`src/rtl/dbm_cfg_sequencer.sv`:
```
// Debug-mux select CSR write sequencer: splits a 64-bit DbgMuxSelCsr write into
// a 9-beat (or 1-beat disable) config transfer, then waits for the node's apply-ack.
module dbm_cfg_sequencer #(
    parameter int NUM_DBM     = 8,
    parameter int ACK_TIMEOUT = 255
) (
    input  logic        clk,
    input  logic        reset_n,
    input  logic        csr_wr_valid,
    input  logic [63:0] csr_wr_data,
    output logic        csr_wr_ready,
    output logic        cfg_valid,
    input  logic        cfg_ready,
    output logic [5:0]  cfg_id,
    output logic [3:0]  cfg_beat,
    output logic [7:0]  cfg_data,
    output logic        cfg_last,
    input  logic        node_ack,
    output logic        busy,
    output logic        done,
    output logic [7:0]  active_idmode,
    output logic [1:0]  status_err,
    input  logic        status_err_clr
);

    typedef enum logic [1:0] {
        ST_IDLE     = 2'd0,
        ST_SEND     = 2'd1,
        ST_WAIT_ACK = 2'd2
    } state_e;

    localparam logic [15:0] TIMEOUT_LAST = 16'(ACK_TIMEOUT - 1);
    localparam logic [6:0]  NUM_DBM_W    = 7'(NUM_DBM);

    state_e      state_q;
    logic [47:0] segs_q;
    logic [7:0]  idmode_q;
    logic [15:0] wait_cnt_q;
    logic        csr_wr_ready_q;
    logic        cfg_valid_q;
    logic [5:0]  cfg_id_q;
    logic [3:0]  cfg_beat_q;
    logic [7:0]  cfg_data_q;
    logic        cfg_last_q;
    logic        busy_q;
    logic        done_q;
    logic [7:0]  active_idmode_q;
    logic [1:0]  err_q;
    logic        unused_rsvd_s;

    // Reserved CSR bits [15:8] carry no meaning for the chain.
    assign unused_rsvd_s = ^csr_wr_data[15:8];

    function automatic logic [7:0] beat_payload(input logic [47:0] segs,
                                                input logic [7:0]  idmode,
                                                input logic [3:0]  beat);
        logic [7:0] p;
        case (beat)
            4'd1:    p = {2'b00, segs[5:0]};
            4'd2:    p = {2'b00, segs[11:6]};
            4'd3:    p = {2'b00, segs[17:12]};
            4'd4:    p = {2'b00, segs[23:18]};
            4'd5:    p = {2'b00, segs[29:24]};
            4'd6:    p = {2'b00, segs[35:30]};
            4'd7:    p = {2'b00, segs[41:36]};
            4'd8:    p = {2'b00, segs[47:42]};
            default: p = idmode;
        endcase
        return p;
    endfunction

    // Sequencer FSM with all outputs registered.
    always_ff @(posedge clk) begin
        if (!reset_n) begin
            state_q         <= ST_IDLE;
            segs_q          <= 48'd0;
            idmode_q        <= 8'd0;
            wait_cnt_q      <= 16'd0;
            csr_wr_ready_q  <= 1'b1;
            cfg_valid_q     <= 1'b0;
            cfg_id_q        <= 6'd0;
            cfg_beat_q      <= 4'd0;
            cfg_data_q      <= 8'd0;
            cfg_last_q      <= 1'b0;
            busy_q          <= 1'b0;
            done_q          <= 1'b0;
            active_idmode_q <= 8'd0;
            err_q           <= 2'b00;
        end else begin
            done_q <= 1'b0;
            // Clear first; any set below overrides the clear for its bit.
            err_q  <= err_q & ~{2{status_err_clr}};
            case (state_q)
                ST_IDLE: begin
                    if (csr_wr_valid) begin
                        segs_q   <= csr_wr_data[63:16];
                        idmode_q <= csr_wr_data[7:0];
                        if ({1'b0, csr_wr_data[7:2]} >= NUM_DBM_W) begin
                            err_q[1] <= 1'b1;
                        end else begin
                            state_q        <= ST_SEND;
                            busy_q         <= 1'b1;
                            csr_wr_ready_q <= 1'b0;
                            cfg_valid_q    <= 1'b1;
                            cfg_id_q       <= csr_wr_data[7:2];
                            cfg_beat_q     <= 4'd0;
                            cfg_data_q     <= csr_wr_data[7:0];
                            cfg_last_q     <= (csr_wr_data[1:0] == 2'b00);
                        end
                    end
                end
                ST_SEND: begin
                    if (cfg_valid_q && cfg_ready) begin
                        if (cfg_last_q) begin
                            state_q     <= ST_WAIT_ACK;
                            cfg_valid_q <= 1'b0;
                            cfg_last_q  <= 1'b0;
                            wait_cnt_q  <= 16'd0;
                        end else begin
                            cfg_beat_q <= cfg_beat_q + 4'd1;
                            cfg_data_q <= beat_payload(segs_q, idmode_q, cfg_beat_q + 4'd1);
                            cfg_last_q <= (cfg_beat_q == 4'd7);
                        end
                    end
                end
                ST_WAIT_ACK: begin
                    if (node_ack) begin
                        state_q         <= ST_IDLE;
                        busy_q          <= 1'b0;
                        csr_wr_ready_q  <= 1'b1;
                        done_q          <= 1'b1;
                        active_idmode_q <= idmode_q;
                    end else if (wait_cnt_q == TIMEOUT_LAST) begin
                        state_q        <= ST_IDLE;
                        busy_q         <= 1'b0;
                        csr_wr_ready_q <= 1'b1;
                        err_q[0]       <= 1'b1;
                    end else begin
                        wait_cnt_q <= wait_cnt_q + 16'd1;
                    end
                end
                default: begin
                    state_q        <= ST_IDLE;
                    busy_q         <= 1'b0;
                    csr_wr_ready_q <= 1'b1;
                    cfg_valid_q    <= 1'b0;
                    cfg_last_q     <= 1'b0;
                end
            endcase
        end
    end

    assign csr_wr_ready  = csr_wr_ready_q;
    assign cfg_valid     = cfg_valid_q;
    assign cfg_id        = cfg_id_q;
    assign cfg_beat      = cfg_beat_q;
    assign cfg_data      = cfg_data_q;
    assign cfg_last      = cfg_last_q;
    assign busy          = busy_q;
    assign done          = done_q;
    assign active_idmode = active_idmode_q;
    assign status_err    = err_q;

endmodule

```
`config.mk`:
```
export PLATFORM = sky130hd
export DESIGN_NAME = dbm_cfg_sequencer
export DESIGN_NICKNAME = d
export VERILOG_FILES = /design/src/rtl/dbm_cfg_sequencer.sv
export SDC_FILE = /design/constraint.sdc
export NUM_CORES = 1
export LEC_CHECK = 0
export CORE_UTILIZATION = 55
export DETAILED_ROUTE_END_ITERATION = 12
export GPL_ROUTABILITY_DRIVEN = 0
export PLACE_DENSITY = 0.91
export SKIP_CTS_REPAIR_TIMING = 1
export SLEW_MARGIN = 10
export SYNTH_ARGS = -nofsm -noshare
export SYNTH_HDL_FRONTEND = slang
export SYNTH_SLANG_ARGS = --single-unit
```
`constraint.sdc`:
```
create_clock -name clk -period 3.44 [get_ports clk]
set_input_delay 0.344 -clock clk [delete_from_list [all_inputs] [get_ports clk]]
set_output_delay 0.344 -clock clk [all_outputs]
set_load 0.01 [all_outputs]
```
==> results.cfg, run 1 <==
[run]
maxCapViolations = 0

[placement]
post-place-cells = 755
dpl.hpwl_um = 8574
portBuffers = 94
place_ws_ns = 0.8570

[clock_tree]
cts-htree-levels = 3
cts_tree = built
cts_buffer_depth = 2
clock_latency_ns = 0.37
cts_made_buffers = 9
clk_pin_slew_worst_paths_ns = 0.10
root_buffer = clkbuf_8
clock-sinks = 107

[timing]
holdWs_ns = 0.4577
finalHoldViolCount = 0
fin_crit_sh_pct = 76.69
worstMarginPinSlew_ns = 0.8613
tns_ns = 0
final.setup_skew_ns = 0.01251
max_slew_margin_pct = 42.58
fin_crit_ns = 2.638
setup_viol_count_final = 0
max_freq_mhz = 379.1
rsz0062_at_grt = false
slew_viol_final = 0
worst_slack_ns = 0.8020

[cells_and_area]
final_cell_count_no_fill = 771
layout_common_cells = nand2_1 (141), dfxtp_1 (107), clkdlybuf4s50_1 (94)
final_common_cell = nand2_1
drive_gt1_share_pct = 5.405
antenna_cells = 0
syn2layout_area_growth_pct = 23.68
final_nets = 738
fillers = 605

[critical_path]
start_kind = flip-flop
critPathTopFamily = compound AO/OA/AOI/OAI gates
path_max_fanout = 13
critPathArrivalTime_ns = 2.89
crit_path_start = cfg_beat[0]$_SDFFE_PN0P_
critPathBufInv = 1
worst-setup-path-type = flip-flop to flip-flop
crit_path_end_kind = flip-flop
crit_required_ns = 3.69
slowest_stage = a222oi_1
cp_cell_sequence = inv_1 -> ha_1 -> a222oi_1 -> a21oi_1 -> o21a_1 -> a2111oi_2 -> o21ai_1
reg2reg_from = cfg_beat[0]$_SDFFE_PN0P_
cp_slowest_stage_delay_ns = 0.71

[grt]
grt_max_degree = 85
grt_pass1_vias = 4350
grt_util_all_layers_pct = 28.39
overflow = 0
grt_pass1_wl_um = 20110
antenna_found_initial = 0

[pwr]
powerDensity_nw_per_um2 = 383.6
clockPowerShare_pct = 32.6
p_sw_share_pct = 25.76
p_seq_share_pct = 57.6
peakVddDrop_mv = 0.2243
p_int_mw = 1.688
power_leakage_nw = 2.234
p_comb_share_pct = 9.8
switchingPower_uw = 585.5

[yosys]
syn-num-nets = 667
synth_edf_count = 0
syn_area_sq_um = 4792
synth_warnings = 0
synth_area_per_cell_sq_um = 8.122
synthFlopType = dfxtp_1
synth_cell_types = 59
async_flop_share_pct = 0
yosys_register_bits = 107
synth_cells = 590
ys_seq_area_share_pct = 44.70

[floorplan]
die-area_sq_um = 9090
coreArea_sq_um = 8341
ios = 103
fp-row-count = 33
initial_utilization_pct = 57.46
die_h_um = 95.34
die_w_um = 95.34

[routing]
num_vias = 4548
viasPerCell = 5.899
drtIter0Drc = 375
wl_um = 12430
ant_nets = 0
wl_per_cell_um = 16.12
dr.pass1.iters = 5
drc = 0

[worst_hold_path]
hold_class = flip-flop to flip-flop
min_from = segs_q[45]$_SDFFE_PN0P_

[status]
outcome = finished clean
## worst paths after layout
kind	end	slack (ns)	cells after the start
setup / recovery	cfg_data[5]$_SDFFE_PN0P_	0.80	7
hold / removal	segs_q[45]$_SDFFE_PN0P_	0.46	2
setup reg to reg	cfg_data[5]$_SDFFE_PN0P_	0.80	7
hold reg to reg	segs_q[45]$_SDFFE_PN0P_	0.46	2
## cells in the mapped netlist (3+ instances only)
cell       number  area share [%]
a2111oi_2       3            0.94
a21o_1          3            0.47
and2_1          4            0.52
a21boi_0        4            0.63
or3_1           3            0.39
xnor2_1         4            0.73
mux2i_1         8             1.7
a21oi_1        79             8.3
a222oi_1        4            0.84
buf_2           6            0.63
nor2_1         46             3.6
a22o_1          3            0.55
nor3_1          9            0.94
and3_1         12             1.6
o21a_1          3            0.47
xor2_1          8             1.5
a32o_1          4            0.84
o21ai_0        14             1.5
buf_1           3            0.23
nand2_1       141              11
o22ai_1         6            0.78
nand3_1        13             1.4
dfxtp_1       107              45
o211ai_1        3            0.47
inv_1          13             1.0
clkbuf_1       26             2.0
ha_1            7             1.8
o21ai_1         3            0.31
nand4_1         8             1.0
a22oi_1         7             1.1
## per-stage QoR
step | utilization (%) | area, sq um | total power, mW
finish | 71.06 | 5927 | 2.273
detailed placement | 68.78 | 5737 | 1.557
global placement | 68.78 | 5737 | 1.549
CTS | 71.06 | 5927 | 2.269
floorplan | - | 4792 | 1.440
global route | 71.06 | 5927 | 2.340
## power by group through the flow
stage          sequential, mW  clock, mW  combinational (mW)
6_report                 1.31      0.741               0.224
4_1_cts                  1.31      0.739               0.223
2_1_floorplan            1.33          0               0.111
5_1_grt                  1.31      0.781               0.245
3_5_place_dp             1.34          0               0.221
3_3_place_gp             1.33          0               0.215
## kinds of logic (layout without fill, tap and decap cells)
| logic type | count (synthesis) | in the layout | synth area share, % |
|---|---|---|---|
| simple gates | 251 | 251 | 23.68 |
| mux | 9 | 9 | 1.906 |
| buf+inv | 51 | 127 | 4.543 |
| xor+xnor | 13 | 13 | 2.533 |
| fa+ha+maj | 7 | 7 | 1.828 |
| compound gates | 152 | 152 | 20.81 |
| flops | 107 | 107 | 44.70 |
## cell type report
type | count | area [sq um] | share of cell area (%)
clock buffer | 11 | 141.4 | 2.385
clock inverter | 5 | 48.80 | 0.8233
inverter | 13 | 48.80 | 0.8233
multi-input combinational | 432 | 2444 | 41.23
sequential | 107 | 2142 | 36.14
tap | 105 | 131.4 | 2.217
timing repair buffer | 98 | 970.9 | 16.38
## registers in the layout, summed over array words and instances, names as in the netlist, 2 cells and up
register       flops
cfg_id             6
idmode_q           8
cfg_data           8
status_err         2
state_q            2
active_idmode      8
cfg_beat           4
wait_cnt_q        16
segs_q            48
## worst reg2reg max path: stages, from the launching register on
cell       delay (ns)
dfxtp_1          0.51
inv_1            0.15
ha_1             0.43
a222oi_1         0.71
a21oi_1          0.15
o21a_1           0.20
a2111oi_2        0.28
o21ai_1          0.10
## per-layer routing
metal | track usage (%) | wire (um)
met5 | 0 | 0
met4 | 13.13 | 370
met2 | 46.61 | 5868
met1 | 36.01 | 5284
met3 | 5.263 | 909
Power figures use the tool's default switching activity.
==> run 2: changes to the inputs <==
- CORE_UTILIZATION: 55 -> 51
- PLACE_DENSITY: 0.91 -> 0.85
- clock period: 3.44 -> 2.8 ns (I/O delays scaled with it)
==> results.cfg, run 2 (synthesis results as in run 1) <==
[status]
outcome = finished clean

[clock_tree]
cts_made_buffers = 9
clk_pin_slew_worst_paths_ns = 0.11
cts_buffer_depth = 2
clock_latency_ns = 0.38
cts_tree = built
clock-sinks = 107
cts-htree-levels = 3
root_buffer = clkbuf_8

[timing]
holdWs_ns = 0.4361
max_freq_mhz = 396.2
worstMarginPinSlew_ns = 0.6938
max_slew_margin_pct = 53.58
worst_slack_ns = 0.2763
setup_viol_count_final = 0
tns_ns = 0
finalHoldViolCount = 0
rsz0062_at_grt = false
final.setup_skew_ns = 0.01631
fin_crit_sh_pct = 90.13
slew_viol_final = 0
fin_crit_ns = 2.524

[placement]
portBuffers = 94
dpl.hpwl_um = 8832
place_ws_ns = 0.3706
placed_area_sq_um = 5787
post-place-cells = 765

[critical_path]
slowest_stage = ha_1
crit_path_end_kind = flip-flop
timing.rr.end = cfg_data[2]$_SDFFE_PN0P_
critPathBufInv = 0
rr_worst_depth = 7
crit_required_ns = 3.05
path_max_fanout = 14
cp_cell_sequence = ha_1 -> nor2_1 -> a21oi_4 -> o22ai_1 -> and3_1 -> a2111oi_2 -> o22ai_1
cp_slowest_stage_delay_ns = 0.52
start_kind = flip-flop
crit_path_frequent_cell = o22ai_1
critPathArrivalTime_ns = 2.78
critPathTopFamily = compound AO/OA/AOI/OAI gates
r2r_slack_ns = 0.28
worst-setup-path-type = flip-flop to flip-flop
reg2reg_from = cfg_beat[1]$_SDFFE_PN0P_

[worst_hold_path]
min_from = csr_wr_data[34]
hold_path_depth = 3
hold_class = input pin to flip-flop
hold_end = segs_q[18]$_SDFFE_PN0P_

[grt]
grt_pass1_wl_um = 20070
grt_pass1_vias = 4343
overflow = 0
grt_util_all_layers_pct = 25.72
antenna_found_initial = 0
grt_max_degree = 85

[cells_and_area]
largest_register_ffs = 48
final_util_pct = 65.39
largest_registers = segs_q x48, wait_cnt_q x16
drive_gt1_share_pct = 5.970
largest-register = segs_q
final_cell_count_no_fill = 781
fin_area_sq_um = 5984
layout_common_cells = nand2_1 (141), dfxtp_1 (107), clkdlybuf4s50_1 (94)
syn2layout_area_growth_pct = 24.88
final_nets = 742
antenna_cells = 0
final_common_cell = nand2_1

[floorplan]
die-area_sq_um = 9788
fp-row-count = 35
ios = 103
coreArea_sq_um = 9153
die_h_um = 98.94
initial_utilization_pct = 52.36
die_w_um = 98.94

[routing]
dr.pass1.iters = 7
viasPerCell = 5.781
drtIter0Drc = 383
wl_um = 12170
num_vias = 4515
wl_per_cell_um = 15.59
drc = 0
ant_nets = 0

[pwr]
total_power_mw = 2.813
power_leakage_nw = 2.270
peakVddDrop_mv = 0.2729
powerDensity_nw_per_um2 = 470.1

[run]
maxCapViolations = 0
## run 2: changes by cell type in the layout (fill, tap and decap cells not counted), sizes merged
cell | previous run | this run
buf | 4 | 8
clkbuf | 11 | 10
clkinv | 2 | 3
clkinvlp | 2 | 0
inv | 14 | 16
## run 2: cell type report
class | instances | area [sq um]
clock inverter | 6 | 70.07
timing repair buffer | 102 | 1013
fill | 750 | 3168
clock buffer | 10 | 127.6
sequential | 107 | 2142
inverter | 13 | 48.80
tap | 111 | 138.9
multi-input combinational | 432 | 2444
## run 2: worst max-delay path by stage
stage / cells past startpoint / from / endpoint
final: 7 / cfg_beat[1]$_SDFFE_PN0P_ / cfg_data[2]$_SDFFE_PN0P_
after floorplan: 8 / cfg_beat[0]$_SDFFE_PN0P_ / cfg_data[3]$_SDFFE_PN0P_
after CTS: 7 / cfg_beat[1]$_SDFFE_PN0P_ / cfg_data[2]$_SDFFE_PN0P_
after detailed placement: 7 / cfg_beat[1]$_SDFFE_PN0P_ / cfg_data[2]$_SDFFE_PN0P_
after global placement: 7 / cfg_beat[0]$_SDFFE_PN0P_ / cfg_data[2]$_SDFFE_PN0P_
after global routing: 7 / cfg_beat[1]$_SDFFE_PN0P_ / cfg_data[2]$_SDFFE_PN0P_
## run 2: per-layer routing
layer / up-vias / routed length, um / track usage [%]
li1: 2188 / - / -
met1: 2105 / 5105 / 31.43
met2: 193 / 5996 / 44.06
met3: 29 / 765 / 5.177
met4: 0 / 306 / 10.91
met5: - / 0 / 0
## run 2: power breakdown
group          switching, mW  internal, mW
sequential            0.0355          1.57
clock                  0.574         0.353
combinational          0.135         0.141
total                  0.744          2.07
## run 2: worst reg2reg max path, cell delays in order, from the launching register on
cell	delay, ns
dfxtp_1	0.50
ha_1	0.52
nor2_1	0.14
a21oi_4	0.22
o22ai_1	0.23
and3_1	0.26
a2111oi_2	0.39
o22ai_1	0.14
==> run 3: changes to the inputs <==
--- a/config.mk
+++ b/config.mk
@@ -7,4 +7,5 @@
 export LEC_CHECK = 0
 export CORE_UTILIZATION = 51
+export CTS_BUF_LIST = sky130_fd_sc_hd__clkbuf_4 sky130_fd_sc_hd__clkbuf_8 sky130_fd_sc_hd__clkbuf_16
 export DETAILED_ROUTE_END_ITERATION = 12
 export GPL_ROUTABILITY_DRIVEN = 0
==> constraint.sdc (replaced) <==
create_clock -name clk -period 2.8 [get_ports clk]
set_input_delay 0.84 -clock clk [delete_from_list [all_inputs] [get_ports clk]]
set_output_delay 0.84 -clock clk [all_outputs]
set_load 0.01 [all_outputs]
==> results.cfg, run 3 (synthesis results as in run 1) <==
[floorplan]
die_h_um = 98.94
die_w_um = 98.94
die-area_sq_um = 9788
ios = 103
coreArea_sq_um = 9153
fp-row-count = 35
initial_utilization_pct = 52.36

[routing]
dr.pass1.iters = 5
num_vias = 4494
wl_per_cell_um = 15.48
ant_nets = 0
viasPerCell = 5.725
wl_um = 12150
drtIter0Drc = 263
drc = 0

[timing]
slew_viol_final = 0
holdWs_ns = 0.4635
tns_ns = 0
finalHoldViolCount = 0
fin_crit_sh_pct = 93.45
fin_crit_ns = 2.616
worst_slack_ns = 0.1835
rsz0062_at_grt = false
setup_viol_count_final = 0
max_slew_margin_pct = 52.71
worstMarginPinSlew_ns = 0.7068
final.setup_skew_ns = 0.01428
max_freq_mhz = 382.2

[placement]
portBuffers = 94
post-place-cells = 769
placed_area_sq_um = 5829
place_ws_ns = 0.01865
dpl.hpwl_um = 8945

[clock_tree]
clk_pin_slew_worst_paths_ns = 0.11
root_buffer = clkbuf_8
cts_made_buffers = 9
clock_latency_ns = 0.37
cts-htree-levels = 3
cts_tree = built
clock-sinks = 107
cts_buffer_depth = 2

[cells_and_area]
fin_area_sq_um = 6025
largest-register = segs_q
layout_common_cells = nand2_1 (141), dfxtp_1 (107), clkdlybuf4s50_1 (94)
syn2layout_area_growth_pct = 25.72
fillers = 766
antenna_cells = 0
largest_registers = segs_q x48, wait_cnt_q x16
final_common_cell = nand2_1
final_cell_count_no_fill = 785
final_nets = 746
drive_gt1_share_pct = 6.677
largest_register_ffs = 48

[critical_path]
slowest_stage = ha_1
rr_worst_depth = 7
cp_slowest_stage_delay_ns = 0.56
start_kind = flip-flop
crit_required_ns = 3.05
cp_cell_sequence = ha_1 -> nor2_1 -> a21oi_4 -> o22ai_1 -> and3_1 -> a2111oi_2 -> o22ai_1
path_max_fanout = 14
critPathArrivalTime_ns = 2.86
crit_path_frequent_cell = o22ai_1
crit_path_end_kind = flip-flop
worst-setup-path-type = flip-flop to flip-flop

[grt]
antenna_found_initial = 0
grt_max_degree = 85
overflow = 0
grt_pass1_vias = 4307
grt_util_all_layers_pct = 25.52
grt_pass1_wl_um = 20070

[pwr]
switchingPower_uw = 723.4
clockPowerShare_pct = 32.7
power_leakage_nw = 2.293
p_int_mw = 2.084
p_comb_share_pct = 10.0
peakVddDrop_mv = 0.2695
p_seq_share_pct = 57.3
p_sw_share_pct = 25.76
powerDensity_nw_per_um2 = 466.1

[status]
outcome = finished clean

[worst_hold_path]
hold_class = flip-flop to flip-flop
hold_path_depth = 2

[run]
maxCapViolations = 0
==> run 3: cell count changes in the layout (fill, tap and decap cells not counted), sizes merged <==
cell and delta:
buf +4, clkinvlp +1, inv -1
==> run 3: worst paths after layout <==
path	startpoint	slack [ns]	endpoint
worst max register to register	cfg_beat[1]$_SDFFE_PN0P_	0.18	cfg_data[2]$_SDFFE_PN0P_
worst max-delay path	cfg_beat[1]$_SDFFE_PN0P_	0.18	cfg_data[2]$_SDFFE_PN0P_
worst min-delay path	segs_q[3]$_SDFFE_PN0P_	0.46	segs_q[3]$_SDFFE_PN0P_
worst min register to register	segs_q[3]$_SDFFE_PN0P_	0.46	segs_q[3]$_SDFFE_PN0P_
==> run 3: metal layers <==
layer	GRT usage (%)	wire length [um]	vias up
li1	-	-	2191
met5	0	0	-
met3	4.397	685	33
met2	43.46	5963	166
met1	32.35	5192	2104
met4	9.529	311	0
==> run 3: power groups by stage <==
| stage | combinational [mW] | clock, mW | sequential [mW] |
|---|---|---|---|
| after floorplan | 0.136 | 0 | 1.63 |
| after global placement | 0.272 | 0 | 1.64 |
| after detailed placement | 0.279 | 0 | 1.64 |
| after CTS | 0.280 | 0.933 | 1.61 |
| after global routing | 0.306 | 0.994 | 1.61 |
| final | 0.281 | 0.918 | 1.61 |
==> run 3: metrics by stage <==
stage          total power, mW  utilization [%]
6_report                 2.808            65.82
5_1_grt                  2.913            65.82
4_1_cts                  2.821            65.82
3_5_place_dp             1.922            63.69
3_3_place_gp             1.913            63.69
2_1_floorplan            1.770                -
==> run 3: critical path: cells and delay by family (launching register included) <==
family	cells	cell delay, ns
compound gates	4	0.99
fa+ha+maj	1	0.56
flops	1	0.52
simple gates	2	0.43
==> run 3: final cells by class <==
class	count	area, sq um	area share, %
Clock buffer	10	137.6	2.285
Clock inverter	6	57.56	0.9553
Inverter	13	48.80	0.8100
Multi-Input combinational cell	432	2444	40.56
Sequential cell	107	2142	35.56
Tap cell	111	138.9	2.305
Timing Repair Buffer	106	1056	17.53
==> variant: new RTL, flow settings as in run 3 <==
Reset style: asynchronous (`reset_n`), changed in one clocked block.
--- a/src/rtl/dbm_cfg_sequencer.sv
+++ b/src/rtl/dbm_cfg_sequencer.sv
@@ -70,7 +70,7 @@
     endfunction
 
     // Sequencer FSM with all outputs registered.
-    always_ff @(posedge clk) begin
+    always_ff @(posedge clk or negedge reset_n) begin
         if (!reset_n) begin
             state_q         <= ST_IDLE;
             segs_q          <= 48'd0;
Behaviour: differs if reset_n is asserted again (counterexample within 4 cycles, from zero or initial values and one cycle with reset_n low); with reset_n held inactive, the same outputs for 4 cycles.
==> variant against run 3 <==
- sequential cell count is the same
- setup slack lost 0.035 ns
- synthesized area grew 11%
- maximum frequency shrank 1.3%
- wire length grew 8.8%
- cell area grew 11%
- critical endpoint is now cfg_data[2]
- largest cell class is now sequential cells
Power is not compared: it rests on default switching activity, and its combinational part moved more than twofold at a synthesized area within 25%.
==> variant: results (changes against run 3) <==
<table>
<tr><th>Metric</th><th>Value</th></tr>
<tr><th colspan="2">Status</th></tr>
<tr><td>Outcome</td><td>finished, final reports clean</td></tr>
<tr><th colspan="2">Timing</th></tr>
<tr><td>Min Tclk post-route</td><td>2.651 ns (+0.03453 ns)</td></tr>
<tr><td>Worst hold margin</td><td>0.4132 ns (-0.05027 ns)</td></tr>
<tr><td>Slew at the pin closest to its max-slew limit</td><td>0.7743 ns (+0.06749 ns)</td></tr>
<tr><td>Final clock skew</td><td>0.01042 ns (-0.003862 ns)</td></tr>
<tr><th colspan="2">Drt</th></tr>
<tr><td>Detailed-routed wire length on met2</td><td>6.234 mm (+4.5%)</td></tr>
<tr><td>Vias per cell</td><td>5.828 (+1.8%)</td></tr>
<tr><td>Routed wirelength normalized by instance count</td><td>16.01 um (+3.4%)</td></tr>
<tr><td>Initial detailed-routing violation count</td><td>392 (+49%)</td></tr>
<tr><td>Routed length on met3</td><td>913 um (+33%)</td></tr>
<tr><th colspan="2">Yosys</th></tr>
<tr><td>Post-synthesis cell type count</td><td>62 (+5.1%)</td></tr>
<tr><td>Compound-gate portion of the synthesized area</td><td>12.73% (-8.1 points)</td></tr>
<tr><td>Top post-synthesis cells by area</td><td>dfrtp_1 50%, nand2_1 14%, mux2_2 2.6%</td></tr>
<tr><td>Portion of the post-synthesis area used by sequential elements</td><td>50.58% (+5.9 points)</td></tr>
<tr><td>Number of instances in the synthesized netlist</td><td>592 (+0.34%)</td></tr>
<tr><td>Post-synthesis adder-cell area fraction</td><td>1.654% (-0.17 points)</td></tr>
<tr><td>Multiplexer share of the synthesized area</td><td>4.630% (+2.7 points)</td></tr>
<tr><td>Most frequent cells after synthesis</td><td>202 x nand2_1, 106 x dfrtp_1, 21 x clkbuf_1</td></tr>
<tr><td>Synth Area in XOR/XNOR</td><td>0.4961% (-2.0 points)</td></tr>
<tr><th colspan="2">Setup path</th></tr>
<tr><td>R2R setup slack</td><td>0.15 ns (-0.03 ns)</td></tr>
<tr><td>Worst-path fanout max</td><td>18 (+4)</td></tr>
<tr><td>Worst Path Arrival</td><td>2.91 ns (+0.05 ns)</td></tr>
<tr><th colspan="2">Global routing</th></tr>
<tr><td>Via count of the first global-routing pass</td><td>4451 (+3.3%)</td></tr>
<tr><td>GR Util met3</td><td>3.634% (-0.76 points)</td></tr>
<tr><td>Met2 usage in global routing</td><td>40.05% (-3.4 points)</td></tr>
<tr><td>GRT Resource Usage Total</td><td>25.24% (-0.28 points)</td></tr>
<tr><td>GR Layer Usage met1</td><td>35.35% (+3.0 points)</td></tr>
<tr><th colspan="2">Hold path</th></tr>
<tr><td>Worst Hold Class</td><td>in2async</td></tr>
</table>
[variant: cell types whose count changed after synthesis, sizes merged, moves of 8 or more]
cell and change:
dfrtp +106, nand2 +61, a21oi -65, nand3 +8, nor2 -28, mux2 +11, dfxtp -107
[variant: power groups by stage]
stage / logic, mW / registers, mW / clock network, mW
6_report: 2.37 / 2.67 / 1.14
2_1_floorplan: 1.35 / 2.58 / 0
3_3_place_gp: 2.27 / 2.65 / 0
4_1_cts: 2.37 / 2.65 / 1.15
5_1_grt: 2.61 / 2.74 / 1.21
3_5_place_dp: 2.35 / 2.67 / 0
[variant: cells by family (layout without fill, tap and decap cells)]
group	Yosys count	count (layout)
AND/OR/NAND/NOR	309	309
flip-flops	107	107
AO/OA/AOI/OAI	99	99
buffers and inverters	44	145
multiplexers	23	23
adder cells (fa/ha/maj)	7	7
XOR/XNOR	3	3
[variant: worst max-delay path, cell delays in order (launching register included)]
cell	delay, ns
dfrtp_1	0.39
ha_1	0.45
buf_4	0.29
nor2b_1	0.15
and2_0	0.19
a2111oi_0	0.66
a31oi_1	0.16
o22a_1	0.23
[variant: area by class of cell]
class,instances,area [um2]
clock buffer,10,137.6
clock inverter,6,111.4
fill,767,3203
inverter,13,48.80
multi-input combinational,441,2435
sequential,107,2679
tap,133,166.4
timing repair buffer,116,1129
[variant: final timing paths]
path / startpoint / endpoint / cells past startpoint
worst max-delay path: cfg_beat[1] / cfg_data[2] / 7
worst min-delay path: reset_n / wait_cnt_q[11] / 1
worst max register to register: cfg_beat[1] / cfg_data[2] / 7
worst min register to register: segs_q[34] / segs_q[34] / 2
max in group asynchronous: reset_n / segs_q[23] / 2
min in group clk: segs_q[34] / segs_q[34] / 2
